## src/rtl/dmem_ctrl_if.sv

```systemverilog
// Word-wide SRAM bus between the data-memory controller (master) and the
// memory (slave). The controller holds mem_req high until mem_ack.
interface dmem_ctrl_if #(
    parameter int AW = 30
);
    logic          mem_req;
    logic          mem_we;
    logic [AW-1:0] mem_addr;
    logic [3:0]    mem_be;
    logic [31:0]   mem_wdata;
    logic          mem_ack;
    logic [31:0]   mem_rdata;

    modport master (
        output mem_req, mem_we, mem_addr, mem_be, mem_wdata,
        input  mem_ack, mem_rdata
    );

    modport slave (
        input  mem_req, mem_we, mem_addr, mem_be, mem_wdata,
        output mem_ack, mem_rdata
    );
endinterface

```

## src/rtl/dmem_ctrl.sv

```systemverilog
// Data-memory access stage: turns a core load/store into a req/ack access on a
// multi-cycle word SRAM, builds byte enables and lane-replicated store data,
// extends load data, and stalls the core until the access retires.
module dmem_ctrl #(
    parameter int AW      = 30,
    parameter int TIMEOUT = 16
) (
    input  logic        clk,
    input  logic        rst,
    input  logic        cpu_req,
    input  logic        cpu_we,
    input  logic [31:0] cpu_addr,
    input  logic [31:0] cpu_wdata,
    input  logic [2:0]  cpu_dmtype,
    output logic [31:0] cpu_rdata,
    output logic        cpu_stall,
    output logic        cpu_misalign,
    output logic        mem_timeout,
    dmem_ctrl_if.master mem
);
    localparam int CW = $clog2(TIMEOUT + 1);

    localparam logic [2:0] DM_W  = 3'b000;
    localparam logic [2:0] DM_H  = 3'b001;
    localparam logic [2:0] DM_HU = 3'b010;
    localparam logic [2:0] DM_B  = 3'b011;
    localparam logic [2:0] DM_BU = 3'b100;

    typedef enum logic [1:0] {
        IDLE = 2'd0,
        REQ  = 2'd1,
        DONE = 2'd2
    } state_t;

    // Load-side context kept for the duration of an access.
    typedef struct packed {
        logic [2:0] dmtype;
        logic [1:0] off;
    } ld_ctx_t;

    state_t         state;
    ld_ctx_t        ld_ctx;
    logic [CW-1:0]  cnt;

    logic           is_byte;
    logic           is_half;
    logic           misal_raw;
    logic [3:0]     st_be;
    logic [31:0]    st_wdata;
    logic [3:0][7:0] rd_lane;
    logic [7:0]     byte_sel;
    logic [15:0]    half_sel;
    logic [31:0]    ld_ext;

    // Access width decode; unknown codes fall through to word.
    always_comb begin
        is_byte = (cpu_dmtype == DM_B) || (cpu_dmtype == DM_BU);
        is_half = (cpu_dmtype == DM_H) || (cpu_dmtype == DM_HU);
    end

    // Natural alignment: bytes always, halves on even, words on multiple of 4.
    always_comb begin
        if (is_byte)
            misal_raw = 1'b0;
        else if (is_half)
            misal_raw = cpu_addr[0];
        else
            misal_raw = |cpu_addr[1:0];
    end

    assign cpu_misalign = cpu_req & misal_raw;
    // A misaligned access retires at once as a no-op, so it never stalls.
    assign cpu_stall    = cpu_req & (state != DONE) & ~cpu_misalign;

    // Store byte enables and replicated data; loads carry no byte enables.
    always_comb begin
        st_be    = 4'b1111;
        st_wdata = cpu_wdata;
        if (is_byte) begin
            st_be    = 4'b0001 << cpu_addr[1:0];
            st_wdata = {4{cpu_wdata[7:0]}};
        end else if (is_half) begin
            st_be    = cpu_addr[1] ? 4'b1100 : 4'b0011;
            st_wdata = {2{cpu_wdata[15:0]}};
        end
        if (!cpu_we)
            st_be = 4'b0000;
    end

    // Split the raw read word into byte lanes.
    for (genvar g = 0; g < 4; g++) begin : g_lane
        assign rd_lane[g] = mem.mem_rdata[8*g +: 8];
    end

    // Pick the addressed lane and sign/zero-extend according to the latched width.
    always_comb begin
        byte_sel = rd_lane[ld_ctx.off];
        half_sel = ld_ctx.off[1] ? {rd_lane[3], rd_lane[2]} : {rd_lane[1], rd_lane[0]};
        case (ld_ctx.dmtype)
            DM_B:    ld_ext = {{24{byte_sel[7]}}, byte_sel};
            DM_BU:   ld_ext = {24'd0, byte_sel};
            DM_H:    ld_ext = {{16{half_sel[15]}}, half_sel};
            DM_HU:   ld_ext = {16'd0, half_sel};
            default: ld_ext = mem.mem_rdata;
        endcase
    end

    // Access sequencer: IDLE accepts, REQ waits for ack or timeout, DONE retires.
    always_ff @(posedge clk or negedge rst) begin
        if (!rst) begin
            state         <= IDLE;
            ld_ctx        <= '0;
            cnt           <= '0;
            cpu_rdata     <= '0;
            mem_timeout   <= 1'b0;
            mem.mem_req   <= 1'b0;
            mem.mem_we    <= 1'b0;
            mem.mem_addr  <= '0;
            mem.mem_be    <= 4'b0000;
            mem.mem_wdata <= '0;
        end else begin
            mem_timeout <= 1'b0;
            case (state)
                IDLE: begin
                    cpu_rdata <= '0;
                    if (cpu_req && !cpu_misalign) begin
                        mem.mem_req   <= 1'b1;
                        mem.mem_we    <= cpu_we;
                        mem.mem_addr  <= cpu_addr[AW+1:2];
                        mem.mem_be    <= st_be;
                        mem.mem_wdata <= st_wdata;
                        ld_ctx.dmtype <= cpu_dmtype;
                        ld_ctx.off    <= cpu_addr[1:0];
                        cnt           <= '0;
                        state         <= REQ;
                    end
                end
                REQ: begin
                    if (mem.mem_ack) begin
                        mem.mem_req <= 1'b0;
                        cpu_rdata   <= mem.mem_we ? 32'd0 : ld_ext;
                        state       <= DONE;
                    end else if (cnt == CW'(TIMEOUT - 1)) begin
                        // Give up: the core retires with zero data, a store is dropped.
                        mem.mem_req <= 1'b0;
                        cpu_rdata   <= '0;
                        mem_timeout <= 1'b1;
                        state       <= DONE;
                    end else begin
                        cnt <= cnt + 1'b1;
                    end
                end
                DONE: begin
                    cpu_rdata <= '0;
                    state     <= IDLE;
                end
                default: begin
                    mem.mem_req <= 1'b0;
                    state       <= IDLE;
                end
            endcase
        end
    end
endmodule

```

## src/flat_wrapper.sv

```systemverilog
// flat-port wrapper written by rule: the top's interface ports become plain ports
module dmem_ctrl_flat 
#(
    parameter int AW      = 30,
    parameter int TIMEOUT = 16
)
  (clk, rst, cpu_req, cpu_we, cpu_addr, cpu_wdata, cpu_dmtype, cpu_rdata, cpu_stall, cpu_misalign, mem_timeout, mem_mem_req, mem_mem_we, mem_mem_addr, mem_mem_be, mem_mem_wdata, mem_mem_ack, mem_mem_rdata);
  dmem_ctrl_if #(.AW(AW)) mem_i ();
  input  logic clk;
  input  logic rst;
  input  logic cpu_req;
  input  logic cpu_we;
  input  logic [31:0] cpu_addr;
  input  logic [31:0] cpu_wdata;
  input  logic [2:0] cpu_dmtype;
  output logic [31:0] cpu_rdata;
  output logic cpu_stall;
  output logic cpu_misalign;
  output logic mem_timeout;
  output wire logic [$bits(mem_i.mem_req)-1:0] mem_mem_req;
  output wire logic [$bits(mem_i.mem_we)-1:0] mem_mem_we;
  output wire logic [$bits(mem_i.mem_addr)-1:0] mem_mem_addr;
  output wire logic [$bits(mem_i.mem_be)-1:0] mem_mem_be;
  output wire logic [$bits(mem_i.mem_wdata)-1:0] mem_mem_wdata;
  input wire logic [$bits(mem_i.mem_ack)-1:0] mem_mem_ack;
  input wire logic [$bits(mem_i.mem_rdata)-1:0] mem_mem_rdata;
  assign mem_mem_req = mem_i.mem_req;
  assign mem_mem_we = mem_i.mem_we;
  assign mem_mem_addr = mem_i.mem_addr;
  assign mem_mem_be = mem_i.mem_be;
  assign mem_mem_wdata = mem_i.mem_wdata;
  assign mem_i.mem_ack = mem_mem_ack;
  assign mem_i.mem_rdata = mem_mem_rdata;
  dmem_ctrl #(.AW(AW), .TIMEOUT(TIMEOUT)) u_core (.clk(clk), .rst(rst), .cpu_req(cpu_req), .cpu_we(cpu_we), .cpu_addr(cpu_addr), .cpu_wdata(cpu_wdata), .cpu_dmtype(cpu_dmtype), .cpu_rdata(cpu_rdata), .cpu_stall(cpu_stall), .cpu_misalign(cpu_misalign), .mem_timeout(mem_timeout), .mem(mem_i));
endmodule
```

## config.mk

```make
export PLATFORM = sky130hd
export DESIGN_NAME = dmem_ctrl_flat
export DESIGN_NICKNAME = d
export VERILOG_FILES = /design/src/rtl/dmem_ctrl_if.sv /design/src/rtl/dmem_ctrl.sv /design/src/flat_wrapper.sv
export SDC_FILE = /design/constraint.sdc
export NUM_CORES = 1
export LEC_CHECK = 0
export BUFFER_PORTS_ARGS = -buffer_cell sky130_fd_sc_hd__clkbuf_2
export CORE_ASPECT_RATIO = 1.1
export CORE_MARGIN = 4
export CORE_UTILIZATION = 44
export CTS_CLUSTER_SIZE = 30
export DETAILED_ROUTE_END_ITERATION = 6
export GPL_TIMING_DRIVEN = 0
export PLACE_DENSITY = 0.8
export REMOVE_ABC_BUFFERS = 1
export SYNTH_ARGS = -nofsm -noshare
export SYNTH_HDL_FRONTEND = slang
export SYNTH_SLANG_ARGS = --single-unit
export TNS_END_PERCENT = 50
```

## constraint.sdc

```tcl
create_clock -name clk -period 2.1 [get_ports clk]
set_input_delay 0.21 -clock clk [delete_from_list [all_inputs] [get_ports clk]]
set_output_delay 0.21 -clock clk [all_outputs]
set_load 0.01 [all_outputs]
```

==> run_results.csv, run 1 <==
group,metric,value,unit
floorplanning,die_y,123,um
sta,min_period_over_period,0.998,
cells_and_area,layout_common_cells,"clkbuf_2, dfrtp_1, nand2_1, mux2_2, nor2_1",
cells_and_area,diodes,0,
power,power_frac_comb,0.305,
yosys,synth_top_area_frac,0.532,
cells_and_area,syn_to_final_growth,34.8,%
yosys,synth_edf_count,0,
drt,wl_per_cell,17.6,um
yosys,synth.avg_cell_area,11.1,sq um
sta,max_freq,477,MHz
global_route,gr-usage-all-layers,0.214,
placement,io_buffers,206,
cts,clockBufferDepth,2,
drt,ant_nets,0,
cells_and_area,nets,787,
drt,drt_wl_total,14800,um
yosys,async_reset_ff_frac,1.00,
yosys,netlist_instances,478,
outcome,outcome,"completed",
setup_path,cp-end-kind,"register",
sta,finalCriticalPeriod,2.10,ns
setup_path,critical-path-max-stage-delay,0.44,ns
global_route,grt_pass1_vias,4786,
yosys,yosys_register_bits,113,
yosys,synth_top_cell_by_area,"dfrtp_1",
global_route,grt_max_degree,114,
yosys,synth_ff_type,"dfrtp_1",
setup_path,critPathRequiredTime,2.32,ns
cts,worst_skew_pair.late_latency,0.39,ns
global_route,grt_antenna_before_repair,0,
placement,pre_cts_slack,-1.06,ns
drt,avgViaCountPerCell,5.47,
power,ir_drop,582,uV
cells_and_area,layout_commonest_cell,"clkbuf_2",
floorplanning,initial_utilization,0.456,
power,pwr-share-clk,0.318,
floorplanning,ios,207,
cts,cts_root_buf,"clkbuf_16",
cells_and_area,drive_above_1_share,0.468,
global_route,grt_pass1_wl,23700,um
sta,max-slew-margin-rel,0.259,
cts,cts_tree,"yes",
cells_and_area,layout.cells.non_filler,843,
yosys,synth_area_leaders,"dfrtp_1, mux2_2, mux2i_1",
cts,clk_pin_slew_worst_paths,0.05,ns
run,cap_violations,0,
sta,drv_slew,0,
sta,hold_violations,0,
sta,hold_ws,0.0172,ns
floorplanning,die-width,113,um
placement,dp_hpwl,10500,um
sta,fin_ws,0.00342,ns
sta,fin_worst_skew,0.00805,ns
cts,numCtsBuffers,17,
power,p_leak,3.55,nW
drt,drt_iter0_drc,432,
floorplanning,rows,41,
power,p_sw_frac,0.329,
power,p_sw,2.86,mW
power,pwr-share-seq,0.378,
setup_path,crit_path_max_fanout,6,
power,power_density,1210,nW/um^2
setup_path,path_cells,"ha_1 -> and3_1 -> ha_1 -> or2_2 -> nor2_4 -> nand4_1 -> xor2_1 -> a21oi_1",
global_route,grt-ovfl-total,0,
drt,drc,0,
setup_path,cp.arrival,2.32,ns
hold_path,hp-class,"primary input to register",
setup_path,start_kind,"register",
setup_path,cp_slowest_cell,"dfrtp_2",
power,internal-power,5.83,mW
floorplanning,dieArea,13900,sq um
yosys,synth_area,5310,sq um
sta,setup_violations,0,
setup_path,path_class,"register to register",
yosys,synth_seq_area_share,0.532,
sta,worstMarginPinSlew,1.11,ns
drt,vias,4608,
yosys,synth_cell_type_count,46,
floorplanning,core,11600,sq um
power,p_total,8.69,mW
cts,numClockSinks,113,
drt,first_pass_iters,5,
setup_path,cpMostUsedCell,"ha_1",
placement,place.gp.congestion,0.888,
yosys,yosysWarnings,0,
sta,rsz0062_at_grt,"true",
cts,htree_levels,4,
placement,dp_cells,803,
## path summary, 6_finish.rpt
check	start	end	slack [ns]	cells past startpoint
setup / recovery	u_core.cnt[0]	u_core.cnt[3]	0.003	8
hold / removal	mem_mem_ack	u_core.mem_timeout	0.02	2
setup reg to reg	u_core.cnt[0]	u_core.cnt[3]	0.003	8
hold reg to reg	u_core.cpu_rdata[12]	u_core.cpu_rdata[12]	0.47	2
max in group asynchronous	rst	u_core.mem.mem_wdata[16]	0.93	2
min in group asynchronous	rst	u_core.cpu_rdata[11]	0.46	2
## flip-flops by register name, indices dropped and copies added, names as in the netlist
register              count
u_core.ld_ctx             5
u_core.mem.mem_addr      30
u_core.mem.mem_be         4
u_core.mem.mem_req        1
u_core.mem.mem_we         1
u_core.cpu_rdata         32
u_core.cnt                5
u_core.state              2
u_core.mem_timeout        1
u_core.mem.mem_wdata     32
## cell type report
cell class	instances	area [sq um]
clock buffers	21	460
clock inverters	10	111
fillers	974	4480
inverters	6	22.5
multi-input cells	327	2400
flip-flops and latches	113	2830
well taps	150	188
repair buffers	216	1140
## kinds of logic (layout without fill, tap and decap cells)
group,Yosys count,in the layout,synth area share
adders and majority gates,3,3,0.00683
AOI/OAI and AO/OA,112,113,0.134
and+or+nand+nor,113,113,0.0923
xor gates and xnor gates,7,7,0.0115
DFF,113,113,0.532
buffers and inverters,39,253,0.0318
muxes,91,91,0.191
## power by group through the flow
stage,Sequential (mW),Clock [mW],Combinational [mW]
3_5_place_dp,3.28,0,2.59
4_1_cts,3.27,2.81,2.63
5_1_grt,3.37,2.93,2.89
3_3_place_gp,3.23,0,2.45
2_1_floorplan,3.46,0,1.19
6_report,3.28,2.76,2.65
## synthesized netlist by cell type (2+ instances only)
master / count
xnor2_1: 3
nand3_1: 2
nor2_1: 41
a221o_1: 7
mux2i_1: 35
nor3b_1: 2
nand2_1: 52
mux2_4: 6
xor2_1: 4
nand2b_1: 3
and3_1: 2
o21ai_0: 33
a31o_2: 2
ha_1: 2
buf_4: 2
a21boi_0: 2
o221ai_1: 9
nor2b_1: 2
mux2_2: 49
inv_1: 6
a21oi_1: 32
or3b_2: 2
buf_2: 6
o21a_1: 3
a31oi_1: 16
dfrtp_1: 113
clkbuf_1: 23
## worst max-delay path: cells and delay by family, from the launching register on
kind	cells	cell delay, ns
xor+xnor	1	0.17
flops	1	0.44
fa+ha+maj	2	0.44
compound gates	1	0.06
simple gates	4	0.82
## repair_timing
item | 4_1_cts | 5_1_grt
gates cloned | 1 | 0
setup endpoints to repair | 94 | 73
hold endpoints to repair | 58 | 0
hold buffers | 1 | 0
pin swaps | 1 | 1
gates resized for setup | 9 | 9
buffers inserted | 4 | 3
## stage by stage
step	util	instance area, sq um	setup TNS, ns
after floorplan	-	5160	-42.65
after global placement	0.548	6380	-199.59
after detailed placement	0.554	6450	-71.52
after CTS	0.611	7110	-0.0615
after global routing	0.615	7160	-0.525
final	0.615	7160	0
## per-layer routing
| layer | share of wire | track usage | wire length (um) |
|---|---|---|---|
| met1 | 0.40 | 0.259 | 5920 |
| met2 | 0.49 | 0.364 | 7350 |
| met3 | 0.086 | 0.0636 | 1280 |
| met4 | 0.020 | 0.0796 | 299 |
| met5 | 0 | 0 | 0 |
(Power assumes the default switching activity.)
==> run 2: changes to the inputs <==
==> constraint.sdc (replaced) <==
create_clock -name clk -period 2.1 [get_ports clk]
set_input_delay 0.21 -clock clk [delete_from_list [all_inputs] [get_ports clk]]
set_output_delay 0.21 -clock clk [all_outputs]
set_load 0.005 [all_outputs]
==> run 2 against run 1 <==
Count of clock-buffer cells in the layout stayed put; register-to-register slack hardly changed; clock skew stayed put; largest cell class unchanged.
==> run_results.csv, run 2 (same netlist as run 1, synthesis figures left out) <==
group,metric,value,unit
outcome,outcome,"completed",
power,internal-power,5.83,mW
sta,fin_worst_skew,0.00805,ns
sta,max-slew-margin-rel,0.259,
cells_and_area,drive_above_1_share,0.468,
cells_and_area,layout_commonest_cell,"clkbuf_2",
power,ir_drop,581,uV
global_route,grt-ovfl-total,0,
sta,rsz0062_at_grt,"true",
global_route,gr-usage-all-layers,0.214,
cts,worst_skew_pair.late_latency,0.39,ns
sta,hold_ws,0.0172,ns
global_route,grt_antenna_before_repair,0,
power,power_density,1180,nW/um^2
cells_and_area,finalInstanceArea,7160,sq um
cts,numCtsBuffers,17,
sta,worstMarginPinSlew,1.11,ns
floorplanning,core,11600,sq um
setup_path,reg2reg_depth,8,
sta,setup_violations,0,
drt,first_pass_iters,5,
drt,drt_wl_total,14800,um
cts,numClockSinks,113,
power,p_leak,3.55,nW
power,power_frac_comb,0.287,
drt,drt_iter0_drc,432,
setup_path,start_kind,"register",
floorplanning,rows,41,
cells_and_area,seqCellArea,2830,sq um
setup_path,path_class,"register to register",
cells_and_area,fill_cells,974,
cells_and_area,fin_util,0.615,
cells_and_area,reg_top3,"u_core.cpu_rdata: 32 flops, u_core.mem.mem_wdata: 32 flops, u_core.mem.mem_addr: 30 flops",
power,pwr-share-seq,0.387,
sta,finalCriticalPeriod,2.10,ns
cells_and_area,layout_common_cells,"clkbuf_2, dfrtp_1, nand2_1, mux2_2, nor2_1",
cts,htree_levels,4,
floorplanning,die-width,113,um
cts,cts_tree,"yes",
cts,cts_root_buf,"clkbuf_16",
placement,pre_cts_slack,-1.06,ns
placement,placed_area,6450,sq um
cells_and_area,diodes,0,
power,pwr-share-clk,0.326,
drt,avgViaCountPerCell,5.47,
hold_path,hp-class,"primary input to register",
power,p_total,8.47,mW
sta,min_period_over_period,0.998,
cells_and_area,nets,787,
placement,dp_cells,803,
placement,io_buffers,206,
power,p_sw,2.65,mW
setup_path,critPathRequiredTime,2.32,ns
setup_path,crit_path_max_fanout,6,
cells_and_area,multi_input_area,2400,sq um
floorplanning,ios,207,
drt,vias,4608,
placement,place.gp.congestion,0.888,
sta,hold_violations,0,
hold_path,holdPathStages,2,
cts,clockBufferDepth,2,
floorplanning,dieArea,13900,sq um
cells_and_area,syn_to_final_growth,34.8,%
sta,max_freq,477,MHz
cells_and_area,layout.cells.non_filler,843,
sta,fin_setup_tns,0,ns
setup_path,cp-end-kind,"register",
drt,wl_per_cell,17.6,um
sta,fin_ws,0.00342,ns
floorplanning,initial_utilization,0.456,
run,cap_violations,0,
sta,drv_slew,0,
global_route,grt_pass1_vias,4786,
global_route,grt_pass1_wl,23700,um
placement,dp_hpwl,10500,um
drt,ant_nets,0,
drt,drc,0,
cts,clk_pin_slew_worst_paths,0.05,ns
global_route,grt_max_degree,114,
power,p_sw_frac,0.312,
floorplanning,die_y,123,um
setup_path,cp.arrival,2.32,ns
run 2: cell counts in the layout (fill, tap and decap cells not counted):
Identical to the previous run, type by type.
run 2: cell type report:
type                       count  share of cell area
inverter                       6             0.00314
tap                          150              0.0262
clock buffer                  21              0.0643
timing repair buffer         216               0.160
clock inverter                10              0.0155
multi-input combinational    327               0.335
sequential                   113               0.396
run 2: layer usage:
layer,vias up,global-route usage,wire length (um)
li1,2110,-,-
met2,233,0.364,7350
met4,0,0.0796,299
met5,-,0,0
met1,2233,0.259,5920
met3,32,0.0636,1280
run 2: final timing paths:
check / startpoint / endpoint / slack (ns)
hold reg to reg: u_core.cpu_rdata[12] / u_core.cpu_rdata[12] / 0.47
setup reg to reg: u_core.cnt[0] / u_core.cnt[3] / 0.003
hold / removal: mem_mem_ack / u_core.mem_timeout / 0.02
max in group asynchronous: rst / u_core.mem.mem_wdata[16] / 0.93
setup / recovery: u_core.cnt[0] / u_core.cnt[3] / 0.003
min in group asynchronous: rst / u_core.cpu_rdata[11] / 0.46
run 2: critical path, stage by stage (launching register included):
cell and delay [ns]:
dfrtp_2 0.44, ha_1 0.23, and3_1 0.19, ha_1 0.21, or2_2 0.35, nor2_4 0.14, nand4_1 0.14, xor2_1 0.17
a21oi_1 0.06
run 2: timing repair:
item,CTS,global route
hold endpoints to repair,58,0
buffers inserted,4,3
endpoints found under the setup margin,94,73
hold buffers,1,0
cloned,1,0
resized for setup,9,9
pin swaps,1,1
run 2: power groups by stage:
stage               sequential (mW)  combinational, mW  clock, mW
finish                         3.28               2.43       2.76
global route                   3.37               2.67       2.93
CTS                            3.27               2.41       2.81
detailed placement             3.28               2.37          0
global placement               3.23               2.23          0
floorplan                      3.25               1.19          0
